## src/rtl/altrom_pkg.sv

```systemverilog
// Shared sizes and sequencer state encoding for the ALTROM ICE-port arbiter.
package altrom_pkg;

    localparam int ALTROM_AW     = 18;
    localparam int ALTROM_DW     = 32;
    localparam int ALTROM_NWORDS = 6144;

    localparam logic [1:0] ST_IDLE    = 2'd0;
    localparam logic [1:0] ST_ISSUE   = 2'd1;
    localparam logic [1:0] ST_CAPTURE = 2'd2;
    localparam logic [1:0] ST_REJECT  = 2'd3;

endpackage

```

## src/rtl/altrom_rr_arb2.sv

```systemverilog
// Two-way round-robin arbiter; the last pointer moves only when a grant is taken.
module altrom_rr_arb2 (
    input  logic       ck60mhz,
    input  logic       sysrsout,
    input  logic [1:0] req,
    input  logic       advance,
    output logic [1:0] grant
);

    logic last;

    // On a tie the requester that did not win last time goes first
    always_comb begin
        grant = 2'b00;
        case (req)
            2'b01:   grant = 2'b01;
            2'b10:   grant = 2'b10;
            2'b11:   grant = last ? 2'b01 : 2'b10;
            default: grant = 2'b00;
        endcase
    end

    always_ff @(posedge ck60mhz) begin
        if (sysrsout) begin
            last <= 1'b1;
        end else if (advance && (grant != 2'b00)) begin
            last <= grant[1];
        end
    end

endmodule

```

## src/rtl/altrom_ice_arb.sv

```systemverilog
// Arbiter and ISSUE/CAPTURE sequencer sharing the ALTROM ICE port between two requesters.
// Define ALTROM_ARB_WPROT_EN to add the wprot input that rejects writes.
module altrom_ice_arb
    import altrom_pkg::*;
#(
    parameter int AW     = ALTROM_AW,
    parameter int DW     = ALTROM_DW,
    parameter int NWORDS = ALTROM_NWORDS
) (
    input  logic          ck60mhz,
    input  logic          sysrsout,
    input  logic          r0_req,
    input  logic          r0_wr,
    input  logic [AW-1:0] r0_ad,
    input  logic [DW-1:0] r0_di,
    output logic          r0_ack,
    output logic          r0_done,
    output logic          r0_err,
    input  logic          r1_req,
    input  logic          r1_wr,
    input  logic [AW-1:0] r1_ad,
    input  logic [DW-1:0] r1_di,
    output logic          r1_ack,
    output logic          r1_done,
    output logic          r1_err,
`ifdef ALTROM_ARB_WPROT_EN
    input  logic          wprot,
`endif
    output logic [DW-1:0] rd_data,
    output logic [AW-1:0] ice_ad,
    output logic [DW-1:0] ice_di,
    output logic          ice_en,
    output logic          ice_wr,
    input  logic [DW-1:0] ice_do
);

    localparam logic [12:0] NW_LIM = NWORDS[12:0];

    logic [1:0]    state;
    logic [1:0]    grant;
    logic          live;
    logic          arb_open;
    logic          g_wr;
    logic [AW-1:0] g_ad;
    logic [DW-1:0] g_di;
    logic          g_pass;
    logic          wr_q;
    logic          id_q;
    logic [DW-1:0] rd_q;
    logic          done_any;

    assign live     = ~sysrsout;
    assign arb_open = live && (state == ST_IDLE);

    altrom_rr_arb2 u_arb (
        .ck60mhz  (ck60mhz),
        .sysrsout (sysrsout),
        .req      ({r1_req, r0_req}),
        .advance  (arb_open),
        .grant    (grant)
    );

    assign r0_ack = arb_open & grant[0];
    assign r1_ack = arb_open & grant[1];

    assign g_wr = grant[1] ? r1_wr : r0_wr;
    assign g_ad = grant[1] ? r1_ad : r0_ad;
    assign g_di = grant[1] ? r1_di : r0_di;

    // Only the low 13 address bits can reach a populated word
    always_comb begin
        g_pass = (g_ad[AW-1:13] == '0) && (g_ad[12:0] < NW_LIM);
`ifdef ALTROM_ARB_WPROT_EN
        if (g_wr && wprot) begin
            g_pass = 1'b0;
        end
`endif
    end

    always_ff @(posedge ck60mhz) begin
        if (sysrsout) begin
            state  <= ST_IDLE;
            wr_q   <= 1'b0;
            id_q   <= 1'b0;
            rd_q   <= '0;
            ice_ad <= '0;
            ice_di <= '0;
        end else begin
            case (state)
                ST_IDLE: begin
                    if (grant != 2'b00) begin
                        wr_q <= g_wr;
                        id_q <= grant[1];
                        if (g_pass) begin
                            ice_ad <= g_ad;
                            ice_di <= g_di;
                            state  <= ST_ISSUE;
                        end else begin
                            state  <= ST_REJECT;
                        end
                    end
                end
                ST_ISSUE: state <= ST_CAPTURE;
                ST_CAPTURE: begin
                    if (!wr_q) begin
                        rd_q <= ice_do;
                    end
                    state <= ST_IDLE;
                end
                default: begin
                    rd_q  <= '0;
                    state <= ST_IDLE;
                end
            endcase
        end
    end

    assign ice_en   = (state == ST_ISSUE);
    assign ice_wr   = ice_en & wr_q;
    assign done_any = live && ((state == ST_CAPTURE) || (state == ST_REJECT));
    assign r0_done  = done_any & ~id_q;
    assign r1_done  = done_any & id_q;
    assign r0_err   = live && (state == ST_REJECT) && !id_q;
    assign r1_err   = live && (state == ST_REJECT) && id_q;

    // Read data is passed straight through in its done cycle, then held
    always_comb begin
        rd_data = rd_q;
        if (live && (state == ST_CAPTURE) && !wr_q) begin
            rd_data = ice_do;
        end else if (live && (state == ST_REJECT)) begin
            rd_data = '0;
        end
    end

endmodule
```

## config.mk

```make
export PLATFORM = sky130hd
export DESIGN_NAME = altrom_ice_arb
export DESIGN_NICKNAME = d
export VERILOG_FILES = /design/src/rtl/altrom_pkg.sv /design/src/rtl/altrom_rr_arb2.sv /design/src/rtl/altrom_ice_arb.sv
export SDC_FILE = /design/constraint.sdc
export NUM_CORES = 1
export LEC_CHECK = 0
export ABC_CLOCK_PERIOD_IN_PS = 3900
export CAP_MARGIN = 20
export CORE_ASPECT_RATIO = 1.4
export CORE_MARGIN = 4
export CORE_UTILIZATION = 43
export DETAILED_ROUTE_END_ITERATION = 12
export PLACE_DENSITY = 0.9
export RECOVER_POWER = 25
export REMOVE_ABC_BUFFERS = 1
export SLEW_MARGIN = 30
export SYNTH_ARGS = -nofsm -noshare
export SYNTH_HDL_FRONTEND = slang
export SYNTH_SLANG_ARGS = --single-unit
```

## constraint.sdc

```tcl
create_clock -name ck60mhz -period 3.9 [get_ports ck60mhz]
set_input_delay 1.17 -clock ck60mhz [delete_from_list [all_inputs] [get_ports ck60mhz]]
set_output_delay 1.17 -clock ck60mhz [all_outputs]
set_load 0.02 [all_outputs]
```

==> flow_metrics.tcl, run 1 <==
set metrics [dict create \
    status "finished clean" \
    fin_crit_sh 0.9900 \
    clockBufferDepth 2 \
    area_growth_syn_to_layout_pct 63.29 \
    start_kind "primary input" \
    chipWidth_um 93.46 \
    grt_start_max_net_pins 50 \
    hp-class "reg -> reg" \
    syn_avg_cell_area_um2 10.39 \
    pre_cts_ws_ns 0.03314 \
    postSynthCellCount 423 \
    final_nets 775 \
    clk_latency_ns 0.33 \
    r2r_start "u_arb.last" \
    hpwlAfterDp_um 10380 \
    critical_path_required_ns 2.73 \
    p_total_w 0.002345 \
    grtUsageTotal 0.2289 \
    async_reset_ff_frac 0 \
    cp-startpoint "sysrsout" \
    min_period_ns 3.861 \
    ys.warnings.count 0 \
    root_buffer "clkbuf_16" \
    n_antenna_cell 0 \
    ant_nets 0 \
    port-buffer-count 227 \
    core_area_um2 9953 \
    cts.clk_slew.worst_paths_ns 0.06 \
    ys_seq_elements 87 \
    rr_worst_depth 6 \
    cts_made_buffers 9 \
    slowest_stage "clkdlybuf4s50_1" \
    ios 228 \
    core.rowCount 43 \
    ir_drop_uv 243.4 \
    worstMarginPinSlew_ns 1.348 \
    crit_chain "buf_2 -> nand2b_1 -> nor3_4 -> buf_12 -> a22o_1 -> clkdlybuf4s50_1" \
    post-route-util 0.7213 \
    fmax_mhz 259.0 \
    wire_per_inst_um 18.05 \
    netlist_area_um2 4397 \
    slew_headroom 0.1015 \
    antenna_found_initial 1 \
    min_from "ice_di[0]" \
    hold_violations 0 \
    setup_slack_ns 0.03918 \
    drive_gt1_frac 0.1638 \
    drc 0 \
    drt-initial-drc-count 198 \
    power_density_nw_per_um2 326.7 \
    path_class "in -> out" \
    cts_hold_buf 0 \
    htreeDepth 3 \
    tritoncts "done" \
    placedCellCount 761 \
    die_area_um2 11930 \
    grt_overflow 0 \
    ys_types 31 \
    place.gp.congestion 0.7859 \
    max_cap_viol_count 0 \
    post_cts_buffers 0 \
    final_cell_count_no_fill 776 \
    firstDrtPassIters 4 \
    endpoint_kind "output port" \
    hold_depth 2 \
    finalMaxSlewViolations 0 \
    final-setup-viol-count 0 \
    synth-seq-area-share 0.3961 \
    wirelength_um 14010 \
    max_stage_delay_ns 0.60 \
    first_global_vias 4390 \
    synth_ff_type "dfxtp_1" \
    synth_edf_count 0 \
    clock_skew_ns 0.006324 \
    dr_total_vias 4248 \
    grt_pass1_wl_um 21710 \
    start_util 0.4417 \
    cts_sinks 87 \
    power.leakage_nw 2.909 \
    die_h_um 127.6 \
    rsz0062_at_grt "no" \
    crit_fanout 49 \
    worstPathArrival_ns 2.69 \
    vias_per_cell 5.474 \
]
-- synth_stat cells (4+ instances only) --
| library cell | number | area share |
|---|---|---|
| dfxtp_1 | 87 | 0.40 |
| a22o_1 | 64 | 0.13 |
| a211oi_1 | 47 | 0.080 |
| inv_1 | 47 | 0.040 |
| a211oi_2 | 44 | 0.13 |
| mux2_2 | 23 | 0.059 |
| mux2_1 | 22 | 0.056 |
| buf_2 | 19 | 0.022 |
| clkbuf_1 | 16 | 0.014 |
| a21oi_1 | 6 | 0.0068 |
| nor2_1 | 6 | 0.0051 |
| buf_6 | 5 | 0.013 |
| nor3b_1 | 5 | 0.0085 |
| buf_4 | 4 | 0.0068 |
-- cells by family (layout without fill, tap and decap cells) --
logic type	count (synthesis)	after routing	synth area share
AND/OR/NAND/NOR	32	32	0.04212
flip-flops	87	87	0.3961
AO/OA/AOI/OAI	167	167	0.3492
multiplexers	46	46	0.1175
buffers and inverters	91	309	0.09505
-- final cells by class --
cell class	count	area [µm²]
clock buffer	12	246.5
clock inverter	3	67.56
fill	659	2774
inverter	47	176.4
multi-input combinational	245	2268
sequential	87	1742
tap	135	168.9
timing repair buffer	247	2510
-- per-layer routing --
metal,up-vias,share of wire,GRT usage
met5,-,0.00093,0
met4,2,0.024,0.08369
met3,22,0.097,0.06714
met2,218,0.50,0.4124
met1,1998,0.38,0.2509
li1,2008,-,-
-- state kept, by name (all words and copies together) (netlist names) --
signal / count
ice_di: 32
rd_q: 32
ice_ad: 18
state: 2
id_q: 1
u_arb.last: 1
wr_q: 1
-- power breakdown --
group	internal (W)	leakage, nW	switching [W]
logic	0.000282	2.05	0.000222
registers	0.000921	0.705	0.0000233
clock network	0.000575	0.149	0.000323
total	0.00178	2.91	0.000568
-- critical path, delay by kind of cell --
kind / cells / cell delay (ns)
AO/OA/AOI/OAI: 1 / 0.17
buffers and inverters: 3 / 0.95
AND/OR/NAND/NOR: 2 / 0.37
-- cells in the final DEF (no fill, tap or decap), types with 5 or more instances in the layout --
cell and count:
a211oi_1 47, a211oi_2 44, a21oi_1 6, a22o_1 64
buf_4 14, clkbuf_16 9, clkdlybuf4s50_1 191, dfxtp_1 87
dlygate4sd3_1 9, dlymetal6s2s_1 26, inv_1 47, mux2_1 22
mux2_2 23, nor2_1 6, nor3b_1 5
-- per-stage QoR --
step	TNS, ns	hold WS (ns)	cell area (µm²)
6_report	0	0.4599	7179
5_1_grt	0	0.4730	7179
4_1_cts	0	0.4641	7128
3_5_place_dp	0	0.4519	6814
3_3_place_gp	0	0.4453	6814
2_1_floorplan	-109.16	0.4433	4155
-- worst paths after layout --
kind,end,slack (ns)
max reg2reg,ice_di[3],1.68
min,ice_di[0],0.46
min reg2reg,ice_di[0],0.46
max,rd_data[4],0.04
-- timing repair --
action	in CTS	in global routing
endpoints found under the setup margin	0	26
gates resized for setup	0	26
endpoints found under the hold margin	0	0
Power figures use the tool's default switching activity.
==> inputs of run 2 (changes only) <==
--- a/config.mk
+++ b/config.mk
@@ -10,3 +10,3 @@
 export CORE_ASPECT_RATIO = 1.4
-export CORE_MARGIN = 4
+export CORE_MARGIN = 2
 export CORE_UTILIZATION = 43
--- a/constraint.sdc
+++ b/constraint.sdc
@@ -3,2 +3,2 @@
 set_output_delay 1.17 -clock ck60mhz [all_outputs]
-set_load 0.02 [all_outputs]
+set_load 0.1 [all_outputs]
==> flow_metrics.tcl, run 2 (synthesis gave the netlist of run 1 again) <==
set metrics [dict create \
    vias_per_cell 5.430 \
    fin_crit_sh 0.9450 \
    hold_violations 0 \
    grt_pass1_wl_um 20590 \
    status "finished clean" \
    slew_headroom 0.1746 \
    grt_start_max_net_pins 65 \
    crit_chain "clkbuf_1 -> nand2b_1 -> nor3_4 -> buf_12 -> a22o_1 -> buf_12" \
    fillerInstances 656 \
    wire_per_inst_um 17.47 \
    fin_area_um2 7366 \
    hpwlAfterDp_um 10130 \
    wirelength_um 13490 \
    grt_overflow 0 \
    cts_resized 0 \
    final_common_cell "clkdlybuf4s50_1" \
    drt-initial-drc-count 174 \
    critical_path_required_ns 2.73 \
    crit_fanout 64 \
    antenna_found_initial 0 \
    power.leakage_nw 2.583 \
    final_cell_count_no_fill 772 \
    worstMarginPinSlew_ns 1.243 \
    core.rowCount 43 \
    cts_sinks 87 \
    drc 0 \
    path_class "in -> out" \
    drive_gt1_frac 0.2339 \
    start_util 0.4417 \
    worstPathArrival_ns 2.52 \
    chipWidth_um 89.46 \
    placedCellCount 756 \
    cts.clk_slew.worst_paths_ns 0.06 \
    endpoint_kind "output port" \
    final_nets 770 \
    first_global_vias 4188 \
    root_buffer "clkbuf_16" \
    cts_hold_buf 0 \
    port-buffer-count 227 \
    clk_latency_ns 0.33 \
    place_area_um2 7102 \
    dr_total_vias 4192 \
    ir_drop_uv 217.3 \
    layout_common_cells "170 x clkdlybuf4s50_1, 87 x dfxtp_1, 64 x a22o_1" \
    start_kind "primary input" \
    tritoncts "done" \
    reg.largest.list "ice_di x32, rd_q x32, ice_ad x18" \
    clock_skew_ns 0.006175 \
    power_density_nw_per_um2 357.1 \
    place.gp.congestion 0.8958 \
    ant_nets 0 \
    slowest_stage "buf_12" \
    worst_hold_slack_ns 0.4567 \
    min_period_ns 3.685 \
    die_h_um 123.6 \
    max_cap_viol_count 0 \
    ios 228 \
    hp-class "reg -> reg" \
    clockBufferDepth 2 \
    area_growth_syn_to_layout_pct 67.53 \
    fmax_mhz 271.3 \
    final-setup-viol-count 0 \
    max_stage_delay_ns 0.28 \
    finalMaxSlewViolations 0 \
    cts_made_buffers 9 \
    rsz0062_at_grt "no" \
    firstDrtPassIters 6 \
    n_antenna_cell 0 \
    die_area_um2 11060 \
    grtUsageTotal 0.2415 \
    core_area_um2 9953 \
    htreeDepth 3 \
    critPathMostFrequentCell "buf_12" \
    post_cts_buffers 0 \
    post-route-util 0.7400 \
]
## run 2: power by group
part	switching (W)	internal, W	leakage [nW]
clock	0.000350	0.000517	0.145
sequential	0.0000232	0.000920	0.705
combinational	0.000470	0.000350	1.73
## run 2: per-stage QoR
step	power [W]	setup WS (ns)	setup TNS, ns
6_report	0.002630	0.2146	0
5_1_grt	0.002714	0.09522	0
4_1_cts	0.002650	0.2816	0
3_5_place_dp	0.001784	0.2782	0
3_3_place_gp	0.001770	0.3362	0
2_1_floorplan	0.001408	-1.657	-127.74
## run 2: final timing paths
kind | from | slack [ns] | cells past startpoint | endpoint
worst min register to register | ice_di[0] | 0.46 | 2 | ice_di[0]
worst max register to register | u_arb.last | 1.76 | 6 | ice_ad[14]
worst max-delay path | sysrsout | 0.21 | 6 | rd_data[14]
worst min-delay path | ice_di[0] | 0.46 | 2 | ice_di[0]
## run 2: cell type report
class | instances | area, µm² | share of cell area
inverters | 47 | 176.4 | 0.02395
flip-flops and latches | 87 | 1742 | 0.2365
clock inverters | 6 | 67.56 | 0.009173
repair buffers | 242 | 2700 | 0.3666
well taps | 135 | 168.9 | 0.02293
multi-input cells | 245 | 2272 | 0.3085
clock buffers | 10 | 239.0 | 0.03244
## run 2: critical path: cells and delay by family
| kind | cells | cell delay (ns) |
|---|---|---|
| buf+inv | 3 | 0.64 |
| simple gates | 2 | 0.43 |
| compound gates | 1 | 0.25 |
## run 2: per-layer routing
layer  wire [µm]  up-vias  global-route usage
met3        1194       33             0.06030
li1            -     2008                   -
met1        4980     1956              0.2674
met2        6869      195              0.4255
met4         440        0              0.1129
met5           0        -                   0
